<file path="src/rtl/lsu_pkg.sv">
// Shared types and sizing for the vector load/store sequencer.
// Lane NLANES-1 carries element 0 (the scalar lane).
package lsu_pkg;

  localparam int NLANES = 16;
  localparam int WORD_W = 32;
  localparam int LIDX_W = $clog2(NLANES);

  typedef enum logic [2:0] {
    IDLE,
    LOAD,
    DRAIN,
    STORE,
    WB
  } state_t;

  typedef logic [NLANES-1:0][WORD_W-1:0] lane_vec_t;

  function automatic logic [LIDX_W-1:0] lane_of(
    input logic [LIDX_W-1:0] k
  );
    return LIDX_W'(NLANES - 1) - k;
  endfunction

endpackage

</file>
<file path="src/rtl/lsu_addr_gen.sv">
// Element counter and running-sum address generator.
// The address for element k is base + k*stride, wrapping mod 2^32.
module lsu_addr_gen
  import lsu_pkg::*;
(
  input  logic              clk,
  input  logic              rst,
  input  logic              load,
  input  logic              step,
  input  logic [31:0]       base,
  input  logic [31:0]       stride,
  input  logic [LIDX_W-1:0] last_idx,
  output logic [31:0]       addr,
  output logic [LIDX_W-1:0] cnt,
  output logic              last
);

  logic [31:0]       stride_q;
  logic [LIDX_W-1:0] last_q;

  assign last = (cnt == last_q);

  always_ff @(posedge clk or negedge rst) begin
    if (!rst) begin
      addr     <= '0;
      cnt      <= '0;
      stride_q <= '0;
      last_q   <= '0;
    end else if (load) begin
      addr     <= base;
      cnt      <= '0;
      stride_q <= stride;
      last_q   <= last_idx;
    end else if (step) begin
      addr <= addr + stride_q;
      cnt  <= cnt + 1'b1;
    end
  end

endmodule

</file>
<file path="src/rtl/vector_lsu_seq.sv">
// Serialises 16-lane vector (or scalar) loads/stores onto a
// single-port 32-bit data memory, with one-beat load writeback.
module vector_lsu_seq
  import lsu_pkg::*;
#(
  parameter int MEM_LAT = 1
) (
  input  logic                          clk,
  input  logic                          rst,
  input  logic                          start,
  input  logic                          is_store,
  input  logic                          is_vec,
  input  logic [31:0]                   base_addr,
  input  logic [31:0]                   stride,
  input  logic [NLANES-1:0][WORD_W-1:0] st_data,
  input  logic [3:0]                    dst_reg,
  input  logic                          abort,
  output logic [31:0]                   mem_addr,
  output logic                          mem_we,
  output logic [31:0]                   mem_wdata,
  input  logic [31:0]                   mem_rdata,
  output logic                          busy,
  output logic                          stall,
  output logic                          wb_we,
  output logic                          wb_vs,
  output logic [3:0]                    wb_ra3,
  output logic [NLANES-1:0][WORD_W-1:0] wb_data,
  output logic                          done
);

  state_t            state, nstate;
  logic              accept, issuing, last;
  logic [LIDX_W-1:0] cnt;
  logic [31:0]       addr;
  logic              vec_q;
  logic [3:0]        dst_q;
  lane_vec_t         st_q, lbuf;
  logic [MEM_LAT-1:0] pv;
  logic [LIDX_W-1:0] pl [MEM_LAT];

  assign accept  = (state == IDLE) && start;
  assign issuing = (state == LOAD) || (state == STORE);

  lsu_addr_gen u_agen (
    .clk      (clk),
    .rst      (rst),
    .load     (accept),
    .step     (issuing),
    .base     (base_addr),
    .stride   (stride),
    .last_idx (is_vec ? LIDX_W'(NLANES - 1) : '0),
    .addr     (addr),
    .cnt      (cnt),
    .last     (last)
  );

  always_comb begin
    nstate = state;
    unique case (state)
      IDLE:  if (start) nstate = is_store ? STORE : LOAD;
      LOAD:  if (abort) nstate = IDLE;
             else if (last) nstate = DRAIN;
      DRAIN: if (abort) nstate = IDLE;
             else if (!(|pv)) nstate = WB;
      STORE: if (abort || last) nstate = IDLE;
      WB:    nstate = IDLE;
      default: nstate = IDLE;
    endcase
  end

  always_ff @(posedge clk or negedge rst) begin
    if (!rst) state <= IDLE;
    else      state <= nstate;
  end

  always_ff @(posedge clk or negedge rst) begin
    if (!rst) begin
      vec_q <= 1'b0;
      dst_q <= '0;
      st_q  <= '0;
    end else if (accept) begin
      vec_q <= is_vec;
      dst_q <= dst_reg;
      st_q  <= st_data;
    end
  end

  // Lane tag rides alongside the memory latency to steer mem_rdata
  always_ff @(posedge clk or negedge rst) begin
    if (!rst) begin
      pv <= '0;
      for (int i = 0; i < MEM_LAT; i++) pl[i] <= '0;
    end else begin
      for (int i = MEM_LAT - 1; i > 0; i--) begin
        pv[i] <= pv[i-1] & ~abort;
        pl[i] <= pl[i-1];
      end
      pv[0] <= (state == LOAD) & ~abort;
      pl[0] <= lane_of(cnt);
    end
  end

  always_ff @(posedge clk or negedge rst) begin
    if (!rst)                lbuf <= '0;
    else if (accept)         lbuf <= '0;
    else if (pv[MEM_LAT-1])  lbuf[pl[MEM_LAT-1]] <= mem_rdata;
  end

  assign busy      = (state != IDLE);
  assign stall     = busy;
  assign mem_addr  = addr;
  assign mem_we    = (state == STORE);
  assign mem_wdata = mem_we ? st_q[lane_of(cnt)] : '0;
  assign wb_we     = (state == WB);
  assign wb_vs     = wb_we & vec_q;
  assign wb_ra3    = wb_we ? dst_q : '0;
  assign wb_data   = lbuf;
  assign done      = wb_we | (mem_we & last);

endmodule

</file>
<file path="config.mk">
export PLATFORM = sky130hd
export DESIGN_NAME = vector_lsu_seq
export DESIGN_NICKNAME = d
export VERILOG_FILES = /design/src/rtl/lsu_pkg.sv /design/src/rtl/lsu_addr_gen.sv /design/src/rtl/vector_lsu_seq.sv
export SDC_FILE = /design/constraint.sdc
export NUM_CORES = 2
export LEC_CHECK = 0
export CAP_MARGIN = 20
export CORE_AREA = 2 2 471 473
export CTS_BUF_LIST = sky130_fd_sc_hd__clkbuf_8 sky130_fd_sc_hd__clkbuf_16
export CTS_CLUSTER_SIZE = 20
export DETAILED_ROUTE_END_ITERATION = 10
export DIE_AREA = 0 0 473 475
export HOLD_SLACK_MARGIN = 0.15
export PLACE_DENSITY = 0.52
export SLEW_MARGIN = 20
export SYNTH_ARGS = -nofsm -noshare
export SYNTH_HDL_FRONTEND = slang
export SYNTH_SLANG_ARGS = --single-unit
</file>
<file path="constraint.sdc">
create_clock -name clk -period 5.75 [get_ports clk]
set_clock_uncertainty 0.05 [all_clocks]
set_input_delay 1.725 -clock clk [delete_from_list [all_inputs] [get_ports clk]]
set_output_delay 1.725 -clock clk [all_outputs]
set_load 0.05 [all_outputs]
</file>
==> impl_metrics.ini <==
[run_status]
status = completed

[timing]
max_freq_mhz = 180
postLayoutSetupSlackWorst_ns = 0.197
min_period_ns = 5.55
slew_violations = 0
tightest_slew_ns = 1.17
slew_headroom = 0.220
finalCritPeriodShare = 0.966
setup_violations = 0
fin_tns_setup_ns = 0
final-hold-violation-count = 0
grt_setup_unrepaired = false

[routing]
met2WireLength_um = 113000
wl_met3_um = 18700
vias_per_cell = 4.66
drtPass1Iterations = 5
drt_iter0_markers = 3529
ant_nets = 0
vias = 39916
routed.top_layer = met5
drt-met1-wl_um = 88100
drt_wl_total_um = 231000
drc = 0
wl_per_cell_um = 26.9

[clock_network]
clk_pin_slew_worst_paths_ns = 0.06
clk_latency_ns = 0.80
htreeDepth = 4
cts-root-buf = clkbuf_16
clock-sinks = 1105
ctsHoldBuffers = 0
tritoncts = done
clk_path_buf_depth = 3
cts_made_buffers = 133
cts_resized = 0
cts_setup_buffers = 0

[hold_path]
min_path_type = reg2reg

[floorplanning]
dieHeight_um = 475
start_util = 0.213
io-pin-count = 1204
dieArea_mm2 = 0.225
num_rows = 172
die_w_um = 473
core_area_mm2 = 0.219

[logic_synthesis]
ys_seq_elements = 1105
async_flop_share = 1.00
synth_xor_area_frac = 0.00525
ys.flop_type = dfrtp_1
synthAdderAreaFrac = 0.00900
yosys.area_share.simple = 0.171
ys_warn_count = 0
synth_edf_count = 0
synthCells = 4500
syn_area_mm2 = 0.0467
synth_seq_area_share = 0.592
syn_area_per_cell_um2 = 10.4
synth_top_family_by_area = simple AND/OR/NAND/NOR gates
yosys-mux-area-fraction = 0.0708
synth-compound-area-share = 0.119
synth.distinct_cells = 67
synth_nets = 5151

[final_layout]
final_cell_mix = 1,892 x nand2_1, 1,168 x clkdlybuf4s50_1, 1,102 x dfrtp_1, 416 x a22o_1, 157 x a21oi_1
layout.cells.non_filler = 8568
drive_gt1_frac = 0.0901
area_growth_pct = 43.4
finalNetCount = 6219
mostFrequentLayoutCell = nand2_1
fill_cells = 22548
fin_area_mm2 = 0.0670

[critical_path]
required_ns = 3.97
critical_path_class = reg2out
max_stage_delay_ns = 0.88
cpMostUsedCell = buf_12
cp_max_fo = 46
crit_chain = buf_12, mux2i_1, o221ai_1, o32ai_1, a211oi_1, buf_12
startpoint_type = flop
worstSetupEndpointType = output port
arrival_ns = 3.78
crit_slowest_cell = dfrtp_4

[grt]
track_usage = 0.200
grt-ovfl-total = 0
grt_max_degree = 246
grt_pass1_vias = 39859
antenna_found_initial = 61
grt_first_pass_wirelength_um = 319000

[pwr]
power_density_mw_per_mm2 = 503
ir_worst_vdd_mv = 0.260
leakage_nw = 30.6

[place]
dp.cells = 8302
place_area_mm2 = 0.0625
dpl.hpwl_um = 173000
place.gp.congestion = 0.933
pre_cts_ws_ns = 1.04
port_buffers = 1203

[job]
cap_violations = 0
## routing by layer
metal  up-vias  GRT usage
met3       404     0.0593
met5         -          0
met4        52     0.0856
li1      17368          -
met2      1757      0.340
met1     20335      0.232
## final cells by class
class / instances / area [um^2] / share of cell area
Timing Repair Buffer: 1299 / 13400 / 0.200
Clock buffer: 151 / 3580 / 0.0534
Clock inverter: 87 / 866 / 0.0129
Antenna cell: 26 / 65.1 / 0.000971
Multi-Input combinational cell: 3018 / 17800 / 0.266
Tap cell: 2871 / 3590 / 0.0536
Inverter: 11 / 41.3 / 0.000616
Sequential cell: 1105 / 27700 / 0.413
## worst max-delay path: cells and delay by family (launching register included)
kind	cells	cell delay, ns
AO/OA/AOI/OAI	3	1.31
flip-flops	1	0.88
buffers and inverters	2	0.63
multiplexers	1	0.13
## cell families after synthesis
logic type,after synthesis
fa+ha+maj,33
compound gates,727
xor+xnor,28
mux,175
simple gates,2055
flops,1105
buf+inv,377
## registers in the layout (all words and copies together) (netlist names)
name,cells
u_agen.addr,32
wb_data,512
pl,4
u_agen.last_q,1
pv,1
u_agen.stride_q,32
u_agen.cnt,4
dst_q,4
state,3
st_q,512
## synth_stat cells (25+ instances only)
master	number	share of area
a21oi_1	166	0.018
a22o_1	416	0.078
and2_1	28	0.0037
buf_1	33	0.0027
buf_2	114	0.012
clkbuf_1	210	0.017
dfrtp_1	1105	0.59
ha_1	32	0.0086
mux2i_1	50	0.011
mux4_2	124	0.060
nand2_1	1896	0.15
nor2_1	54	0.0043
o221ai_1	25	0.0047
## worst paths after layout
kind	startpoint	endpoint	slack, ns	depth (start not counted)
worst max-delay path	u_agen.cnt[0]	mem_wdata[25]	0.20	6
worst min-delay path	st_q[259]	st_q[259]	0.42	2
worst max register to register	pl[0]	wb_data[178]	2.33	5
worst min register to register	st_q[259]	st_q[259]	0.42	2
max in group asynchronous	rst	st_q[506]	3.48	2
min in group asynchronous	rst	wb_data[310]	0.93	1
## through the flow
| stage | utilization | total power [W] | hold slack [ns] |
|---|---|---|---|
| global placement | 0.285 | 0.0252 | 0.403 |
| detailed placement | 0.285 | 0.0253 | 0.408 |
| finish | 0.306 | 0.0337 | 0.419 |
| CTS | 0.305 | 0.0340 | 0.422 |
| floorplan | - | 0.0193 | 0.387 |
| global route | 0.306 | 0.0354 | 0.431 |
## report_power, final
group,leakage (nW),internal (W),switching [W]
logic,13.8,0.00478,0.00842
clock network,2.32,0.00484,0.00371
registers,14.5,0.00999,0.00196
(Power assumes the default switching activity.)
